$ cat src/rtl/mcu_dp_pkg.sv
// Shared constants for the MCU datapath blocks: selector modes, default data width
// and the round-robin pointer wrap helper.
package mcu_dp_pkg;

   localparam int MODE_SEL = 0;
   localparam int MODE_RR  = 1;
   localparam int DATA_W   = 32;

   // Channel index after idx, wrapping back to 0 past the last of n channels.
   function automatic int rr_wrap_inc(input int idx, input int n);
      return (idx + 1 >= n) ? 0 : idx + 1;
   endfunction

endpackage

$ cat src/rtl/mux_n_1_hs_if.sv
// Handshake bundle between N producers, the selector and its single consumer.
// The selector takes the slave view; the producer/consumer side takes the master view.
interface mux_n_1_hs_if #(
   parameter int WIDTH = 32,
   parameter int N     = 4
);
   localparam int SEL_W = (N > 1) ? $clog2(N) : 1;

   logic [N*WIDTH-1:0] in_data;
   logic [N-1:0]       in_valid;
   logic [N-1:0]       in_ready;
   logic [SEL_W-1:0]   sel;
   logic [WIDTH-1:0]   out_data;
   logic [SEL_W-1:0]   out_chan;
   logic               out_valid;
   logic               out_ready;

   modport slave (
      input  in_data, in_valid, sel, out_ready,
      output in_ready, out_data, out_chan, out_valid
   );

   modport master (
      output in_data, in_valid, sel, out_ready,
      input  in_ready, out_data, out_chan, out_valid
   );

endinterface

$ cat src/rtl/rr_arbiter.sv
// Combinational round-robin arbiter: grants the first requesting channel found
// when scanning from ptr_i upwards, wrapping from N-1 back to 0.
module rr_arbiter #(
   parameter int N     = 4,
   parameter int SEL_W = 2
) (
   input  logic [N-1:0]     req_i,
   input  logic [SEL_W-1:0] ptr_i,
   output logic             grant_vld_o,
   output logic [SEL_W-1:0] grant_idx_o
);

   int idx;

   always_comb begin
      grant_vld_o = 1'b0;
      grant_idx_o = '0;
      idx         = 0;
      // ptr_i is always below N, so a single subtraction folds the scan back into range.
      for (int k = 0; k < N; k++) begin
         idx = int'(ptr_i) + k;
         if (idx >= N) begin
            idx = idx - N;
         end
         if (!grant_vld_o && req_i[idx]) begin
            grant_vld_o = 1'b1;
            grant_idx_o = SEL_W'(idx);
         end
      end
   end

endmodule

$ cat src/rtl/mux_n_1_hs.sv
// N-to-1 handshake selector with a registered output word; the channel comes either
// from an external select or from a round-robin arbiter over the valid inputs.
module mux_n_1_hs
   import mcu_dp_pkg::*;
#(
   parameter int WIDTH = DATA_W,
   parameter int N     = 4,
   parameter int MODE  = MODE_SEL
) (
   input  logic         clk,
   input  logic         rst,
   mux_n_1_hs_if.slave  bus
);

   localparam int SEL_W = (N > 1) ? $clog2(N) : 1;

   logic             can_load;
   logic             grant_vld;
   logic [SEL_W-1:0] grant_idx;
   logic [N-1:0]     ready;
   logic             xfer;
   logic [WIDTH-1:0] sel_data;

   logic             out_valid_q, out_valid_d;
   logic [WIDTH-1:0] out_data_q,  out_data_d;
   logic [SEL_W-1:0] out_chan_q,  out_chan_d;
   logic [SEL_W-1:0] ptr_q,       ptr_d;

   assign can_load = !out_valid_q || bus.out_ready;

   generate
      if (MODE == MODE_RR) begin : g_rr
         rr_arbiter #(
            .N     (N),
            .SEL_W (SEL_W)
         ) u_arb (
            .req_i       (bus.in_valid),
            .ptr_i       (ptr_q),
            .grant_vld_o (grant_vld),
            .grant_idx_o (grant_idx)
         );
      end else begin : g_sel
         // A select value that names no channel (possible when N is not a power of two) grants nothing.
         assign grant_vld = (int'(bus.sel) < N);
         assign grant_idx = bus.sel;
      end
   endgenerate

   always_comb begin
      ready = '0;
      if (!rst && grant_vld && can_load) begin
         ready[grant_idx] = 1'b1;
      end
   end

   assign xfer = |(ready & bus.in_valid);

   always_comb begin
      sel_data = '0;
      for (int i = 0; i < N; i++) begin
         if (grant_idx == SEL_W'(i)) begin
            sel_data = bus.in_data[i*WIDTH +: WIDTH];
         end
      end
   end

   always_comb begin
      out_valid_d = out_valid_q;
      out_data_d  = out_data_q;
      out_chan_d  = out_chan_q;
      ptr_d       = ptr_q;
      if (xfer) begin
         out_valid_d = 1'b1;
         out_data_d  = sel_data;
         out_chan_d  = grant_idx;
         if (MODE == MODE_RR) begin
            ptr_d = SEL_W'(rr_wrap_inc(int'(grant_idx), N));
         end
      end else if (bus.out_ready) begin
         out_valid_d = 1'b0;
      end
   end

   always_ff @(posedge clk) begin
      if (rst) begin
         out_valid_q <= 1'b0;
         out_data_q  <= '0;
         out_chan_q  <= '0;
         ptr_q       <= '0;
      end else begin
         out_valid_q <= out_valid_d;
         out_data_q  <= out_data_d;
         out_chan_q  <= out_chan_d;
         ptr_q       <= ptr_d;
      end
   end

   assign bus.in_ready  = ready;
   assign bus.out_valid = out_valid_q;
   assign bus.out_data  = out_data_q;
   assign bus.out_chan  = out_chan_q;

endmodule

$ cat src/flat_wrapper.sv
// flat-port wrapper written by rule: the top's interface ports become plain ports
module mux_n_1_hs_flat import mcu_dp_pkg::*;
#(
   parameter int WIDTH = DATA_W,
   parameter int N     = 4,
   parameter int MODE  = MODE_SEL
)
  (clk, rst, bus_in_data, bus_in_valid, bus_sel, bus_out_ready, bus_in_ready, bus_out_data, bus_out_chan, bus_out_valid);
  mux_n_1_hs_if #(.WIDTH(WIDTH), .N(N)) bus_i ();
  input  logic clk;
  input  logic rst;
  input wire logic [$bits(bus_i.in_data)-1:0] bus_in_data;
  input wire logic [$bits(bus_i.in_valid)-1:0] bus_in_valid;
  input wire logic [$bits(bus_i.sel)-1:0] bus_sel;
  input wire logic [$bits(bus_i.out_ready)-1:0] bus_out_ready;
  output wire logic [$bits(bus_i.in_ready)-1:0] bus_in_ready;
  output wire logic [$bits(bus_i.out_data)-1:0] bus_out_data;
  output wire logic [$bits(bus_i.out_chan)-1:0] bus_out_chan;
  output wire logic [$bits(bus_i.out_valid)-1:0] bus_out_valid;
  assign bus_i.in_data = bus_in_data;
  assign bus_i.in_valid = bus_in_valid;
  assign bus_i.sel = bus_sel;
  assign bus_i.out_ready = bus_out_ready;
  assign bus_in_ready = bus_i.in_ready;
  assign bus_out_data = bus_i.out_data;
  assign bus_out_chan = bus_i.out_chan;
  assign bus_out_valid = bus_i.out_valid;
  mux_n_1_hs #(.WIDTH(WIDTH), .N(N), .MODE(MODE)) u_core (.clk(clk), .rst(rst), .bus(bus_i));
endmodule
$ cat config.mk
export PLATFORM = sky130hd
export DESIGN_NAME = mux_n_1_hs_flat
export DESIGN_NICKNAME = d
export VERILOG_FILES = /design/src/rtl/mcu_dp_pkg.sv /design/src/rtl/mux_n_1_hs_if.sv /design/src/rtl/rr_arbiter.sv /design/src/rtl/mux_n_1_hs.sv /design/src/flat_wrapper.sv
export SDC_FILE = /design/constraint.sdc
export NUM_CORES = 1
export LEC_CHECK = 0
export BUFFER_PORTS_ARGS = -buffer_cell sky130_fd_sc_hd__buf_2
export CORE_MARGIN = 1.5
export CORE_UTILIZATION = 39
export DETAILED_ROUTE_END_ITERATION = 8
export PLACE_DENSITY_LB_ADDON = 0.3
export SYNTH_ARGS = -nofsm -noshare
export SYNTH_HDL_FRONTEND = slang
export SYNTH_SLANG_ARGS = --single-unit
$ cat constraint.sdc
create_clock -name clk -period 1.5 [get_ports clk]
set_input_delay 0.075 -clock clk [delete_from_list [all_inputs] [get_ports clk]]
set_output_delay 0.075 -clock clk [all_outputs]
set_load 0.1 [all_outputs]
==> qor.csv, run 1 <==
metric;value;unit
die_h;77.63;um
dieArea;6026;um2
yosys-top-cells-count;a21oi_1, dfxtp_1, nand3_1, mux4_2, o21ai_0;
cts_setup_buffers;0;
power_density;958.5;nW/um2
clock_path_buffers;2;
skew;0.008817;ns
synth-main-ff-cell;dfxtp_1;
grt_pass1_wl;10980;um
p_leak;1.547;nW
final_layout_size_suffix_gt1_share;63.35;%
hold_path.class;in -> reg;
maxCapViolCount;0;
first_iter_violations;87;
ys_warn_count;0;
final-setup-viol-count;0;
cts_resized;0;
fin_setup_tns;0;ns
min_path_cells;3;
ff2ff_setup_slack;0.07;ns
io_buffers;175;
area_delta_synth_final;56.74;%
grt_usage;22.97;%
slew_headroom;61.31;%
syn_area;2172;um2
synth-async-reset-ratio;0;%
synth_top_area_share;33.18;%
vias;2451;
vdd_ir_drop_max;0.5499;mV
cts-hold-fix-buffers;0;
synth-seq-area-share;32.26;%
drt-total-wl;6899;um
globalplace.congestion;0.7799;
pwr-share-comb;42.1;%
cts_sinks;35;
clockPowerShare;25.7;%
status;completed;
clkTransAtPathRegs;0.07;ns
firstDrtPassIters;4;
yosysUniqueCellTypes;23;
avgSynthCellArea;10.34;um2
ios;176;
drc_errors;0;
place_hpwl;5545;um
nNetsFinal;518;
grt_max_degree;25;
antenna_left;0;
root_buffer;clkbuf_8;
cts_made_buffers;5;
grt_pass1_vias;2382;
hold_viol;0;
critPathKind;reg -> reg;
start_util;41.47;%
coreArea;5238;um2
grt-ovfl-total;0;
switchingPower;1.316;mW
antenna_found_initial;0;
wire_per_inst;15.26;um
diodes;0;
slew_violations;0;
synth_edf_count;0;
htree_levels;2;
crit_fanout;17;
worstPathArrival;1.57;ns
p_int;1.947;mW
swShare;40.33;%
die_w;77.63;um
required;1.64;ns
netlist.top_cell.by_area;mux4_2;
period_share;95.54;%
synth.area.top_cells;mux4_2, dfxtp_1, a21oi_1;
drt-vias-per-instance;5.423;
worst_pin_slew;0.5804;ns
worst_setup_path_end_kind;register;
worst_setup_path_start_kind;register;
min_period;1.433;ns
whs;0.1613;ns
max_freq;0.6978;GHz
cts_tree;done;
rows;26;
postSynthCellCount;210;
syn_nets;347;
p_seq_share;32.2;%
reg2reg_depth;5;
ys_seq_elements;35;
clock_latency;0.28;ns
rsz0062_at_grt;true;
## cell type report
type                    instances  area [um2]
inverters                       1       3.754
repair buffers                190        1074
multi-input cells             148        1423
fillers                       448        1833
well taps                      70       87.58
clock buffers                   5       68.82
clock inverters                 3       43.79
flip-flops and latches         35       704.4
## state kept, by name (all words and copies together), names as in the netlist
register              flops
u_core.bus.out_valid      1
u_core.bus.out_data      32
u_core.bus.out_chan       2
## layer usage
metal,vias to the layer above,GRT usage (%),wire [um],share of wire [%]
met5,-,0,0,0
met4,0,6.727,80,1.2
met3,6,4.706,557,8.1
met2,127,40.61,3591,52
met1,1154,27.97,2669,39
li1,1164,-,-,-
## critical path, cell delays in order (launching register included)
cell	delay [ns]
dfxtp_4	0.34
nor2b_4	0.16
or3_1	0.40
buf_4	0.22
nand3_1	0.10
a21oi_1	0.07
## cell usage in the layout, fill, tap and decap left out, types with 2 or more instances in the layout
cell      netlist  final
buf_2          13    171
a21oi_1        35     34
dfxtp_1        35     34
mux4_2         32     32
nand3_1        34     31
o21ai_0        29     29
buf_4           2     13
buf_12          0      6
o21ai_1         5      5
clkbuf_8        0      5
nand3_2         0      3
nor4_4          0      2
nor4b_4         0      2
## power groups by stage
stage	Clock, mW	Combinational [mW]	Sequential (mW)
2_1_floorplan	0	0.456	1.64
3_3_place_gp	0	1.36	1.07
3_5_place_dp	0	1.38	1.07
4_1_cts	0.854	1.38	1.05
5_1_grt	0.905	1.45	1.06
6_report	0.839	1.37	1.05
## path summary, 6_finish.rpt
check	start	to
max	u_core.bus.out_valid	u_core.bus.out_data[12]
min	bus_out_ready	u_core.bus.out_valid
max reg2reg	u_core.bus.out_valid	u_core.bus.out_data[12]
min reg2reg	u_core.bus.out_chan[0]	u_core.bus.out_chan[0]
## cell families after synthesis
| logic type | synth area share [%] |
|---|---|
| buffers and inverters | 6.508 |
| and+or+nand+nor | 11.18 |
| AOI/OAI and AO/OA | 15.90 |
| DFF | 32.26 |
| muxes | 34.16 |
## metrics by stage
step / setup WS, ns / power [mW] / std cells / util [%] / area, um2
after global routing: -0.002409 / 3.411 / 452 / 65.00 / 3405
after detailed placement: 0.04065 / 2.448 / 443 / 62.71 / 3284
after floorplan: -0.3218 / 2.096 / 210 / - / 2297
after CTS: 0.05354 / 3.285 / 451 / 64.86 / 3397
final: 0.06683 / 3.263 / 452 / 65.00 / 3405
after global placement: 0.1062 / 2.428 / 443 / 62.71 / 3284
Note: power is estimated with default switching activity, not from simulation.
==> inputs of run 2 (changes only) <==
--- a/config.mk
+++ b/config.mk
@@ -12,4 +12,5 @@
 export PLACE_DENSITY_LB_ADDON = 0.3
 export SYNTH_ARGS = -nofsm -noshare
 export SYNTH_HDL_FRONTEND = slang
+export SYNTH_HIERARCHICAL = 1
 export SYNTH_SLANG_ARGS = --single-unit
==> run 2 against run 1 <==
Compared with the run above:
- combinational power about the same
- fmax grew 0.46%
- sequential power about the same
- core utilization rose by 0.14 points
- global-route usage up 1.2 points
- total power fell by 1.0%
- cell count is 0.22% higher
- wire length rose by 2.6%
- final area is 0.22% higher
- largest cell class unchanged
==> qor.csv, run 2 <==
metric;value;unit;change
rsz0062_at_grt;false;;
coreArea;5238;um2;unchanged
final_layout_size_suffix_gt1_share;63.45;%;+0.096 points
crit_fanout;6;;-11
cts-hold-fix-buffers;0;;unchanged
power_density;946.7;nW/um2;-1.2%
start_util;41.47;%;unchanged
required;1.42;ns;-0.22 ns
synth-async-reset-ratio;0;%;unchanged
whs;0.1871;ns;+0.02584 ns
worstPathArrival;1.35;ns;-0.22 ns
slew_headroom;66.43;%;+5.1 points
synth_edf_count;0;;unchanged
grt_usage;24.14;%;+1.2 points
yosys-top-cells-count;a21oi_1, dfxtp_1, nand3_1, mux4_2, o21ai_0;;
maxCapViolCount;0;;unchanged
synth-compound-area-share;15.90;%;unchanged
vias;2422;;-1.2%
worst_path_largest_cell_delay;0.35;ns;-0.05 ns
vdd_ir_drop_max;0.5823;mV;+5.9%
layout.cells.most_common;buf_2;;
instances_no_fill;453;;+0.22%
synth_top_area_share;33.18;%;unchanged
status;completed;;
die_w;77.63;um;unchanged
dp_cells;443;;unchanged
grt_max_degree;24;;-4.0%
ys_seq_elements;35;;unchanged
synth.area.top_cells;mux4_2, dfxtp_1, a21oi_1;;
clock_latency;0.28;ns;about the same
largest_register_ffs;32;;unchanged
avgSynthCellArea;10.34;um2;unchanged
die_h;77.63;um;unchanged
worst_setup_path_start_kind;register;;
globalplace.congestion;0.7479;;-4.1%
nNetsFinal;519;;+0.19%
grt_pass1_wl;11540;um;+5.2%
worst_pin_slew;0.5071;ns;-0.07332 ns
io_buffers;175;;unchanged
startpoint;u_core/bus.out_valid;;
synth_xor_area_share;0;%;unchanged
dieArea;6026;um2;unchanged
hold_path.class;in -> reg;;
synthSimpleGateAreaFrac;11.18;%;unchanged
max_freq;0.7009;GHz;+0.46%
root_buffer;clkbuf_8;;
crit_chain;nor2b_4, nor4b_4, buf_12;;
diodes;0;;unchanged
crit_end;bus_in_ready[3];;
cts_tree;done;;
finalWorstSetupSlack;0.07333;ns;+0.006499 ns
r2r_end;u_core/bus.out_data[8];;
netlist.top_cell.by_area;mux4_2;;
area_delta_synth_final;57.09;%;
worst_setup_path_end_kind;output port;;
synth-main-ff-cell;dfxtp_1;;
cp_slowest_cell;dfxtp_4;;
grt-ovfl-total;0;;unchanged
final_cell_area;3412;um2;+0.22%
final_cell_mix;buf_2, a21oi_1, dfxtp_1, mux4_2, nand3_1;;
drt-vias-per-instance;5.347;;-1.4%
final-setup-viol-count;0;;unchanged
synthMuxAreaShare;34.16;%;unchanged
hold_viol;0;;unchanged
fillCellCount;446;;-0.45%
firstDrtPassIters;4;;unchanged
wire_per_inst;15.62;um;+2.4%
cts_made_buffers;5;;unchanged
htree_levels;2;;unchanged
grt_pass1_vias;2511;;+5.4%
fin_setup_tns;0;ns;unchanged
place_hpwl;5622;um;+1.4%
synth-seq-area-share;32.26;%;unchanged
antenna_found_initial;0;;unchanged
period_share;95.11;%;-0.43 points
reg2reg_depth;5;;unchanged
postSynthCellCount;210;;unchanged
syn_area;2172;um2;unchanged
min_period;1.427;ns;-0.006499 ns
skew;0.003890;ns;-0.004927 ns
p_leak;1.553;nW;+0.42%
ys_warn_count;6;;+6
cts_sinks;35;;unchanged
dpl_cell_area;3284;um2;unchanged
synth-adder-area-share;0;%;unchanged
place_ws;0.02949;ns;-0.01116 ns
antenna_left;0;;unchanged
clock_path_buffers;2;;unchanged
drc_errors;0;;unchanged
rows;26;;unchanged
critPathKind;reg -> out;;
drt-total-wl;7078;um;+2.6%
syn_nets;347;;unchanged
ff2ff_setup_slack;0.09;ns;+0.02 ns
first_iter_violations;63;;-28%
clkTransAtPathRegs;0.07;ns;about the same
yosysUniqueCellTypes;23;;unchanged
holdCritStartpoint;bus_out_ready;;
slew_violations;0;;unchanged
r2r_start;u_core/bus.out_valid;;
ios;176;;unchanged
synth_top_family_by_area;multiplexers;;
[run 2: cell families after synthesis]
| group | Yosys count |
|---|---|
| flip-flops | 35 |
| buffers and inverters | 27 |
| AND/OR/NAND/NOR | 45 |
| AO/OA/AOI/OAI | 69 |
| multiplexers | 34 |
[run 2: what timing repair did]
action / in CTS / in global routing
endpoints found under the hold margin: 0 / 0
setup endpoints to repair: 0 / 10
buffers inserted: 0 / 2
resized for setup: 0 / 0
[run 2: metal layers]
layer  GRT usage, %  vias to the layer above  share of wire (%)
li1               -                     1162                  -
met1          28.72                     1130                 37
met2          42.70                      118                 53
met3          4.941                       12                8.1
met4          8.727                        0                1.9
met5              0                        -                  0
[run 2: where the power goes]
group	internal (mW)	switching (mW)
clock	0.470	0.327
combinational	0.445	0.936
sequential	1.01	0.0425
total	1.92	1.31
[run 2: how the worst min path moves through the flow]
stage,end,slack [ns],depth (start not counted)
finish,u_core/bus.out_valid,0.19,3
CTS,u_core/bus.out_valid,0.17,3
floorplan,u_core/bus.out_valid,0.28,2
global route,u_core/bus.out_valid,0.19,3
global placement,u_core/bus.out_data[14],0.45,2
detailed placement,u_core/bus.out_data[19],0.46,2
[run 2: area by class of cell]
cell class                      instances  area [um2]  area share, %
Multi-Input combinational cell        148        1423          41.69
Clock inverter                          1       5.005         0.1467
Inverter                                1       3.754         0.1100
Tap cell                               70       87.58          2.567
Sequential cell                        35       704.4          20.65
Timing Repair Buffer                  191        1081          31.68
Clock buffer                            7       107.6          3.154
[run 2: stage by stage]
| step | utilization [%] | power, mW |
|---|---|---|
| global route | 65.15 | 3.387 |
| CTS | 64.86 | 3.258 |
| global placement | 62.71 | 2.431 |
| finish | 65.15 | 3.230 |
| detailed placement | 62.71 | 2.453 |
| floorplan | - | 2.096 |
[run 2: worst max-delay path, delay by kind of cell, from the launching register on]
kind / cells / cell delay, ns
DFF: 1 / 0.35
buffers and inverters: 1 / 0.22
and+or+nand+nor: 2 / 0.51
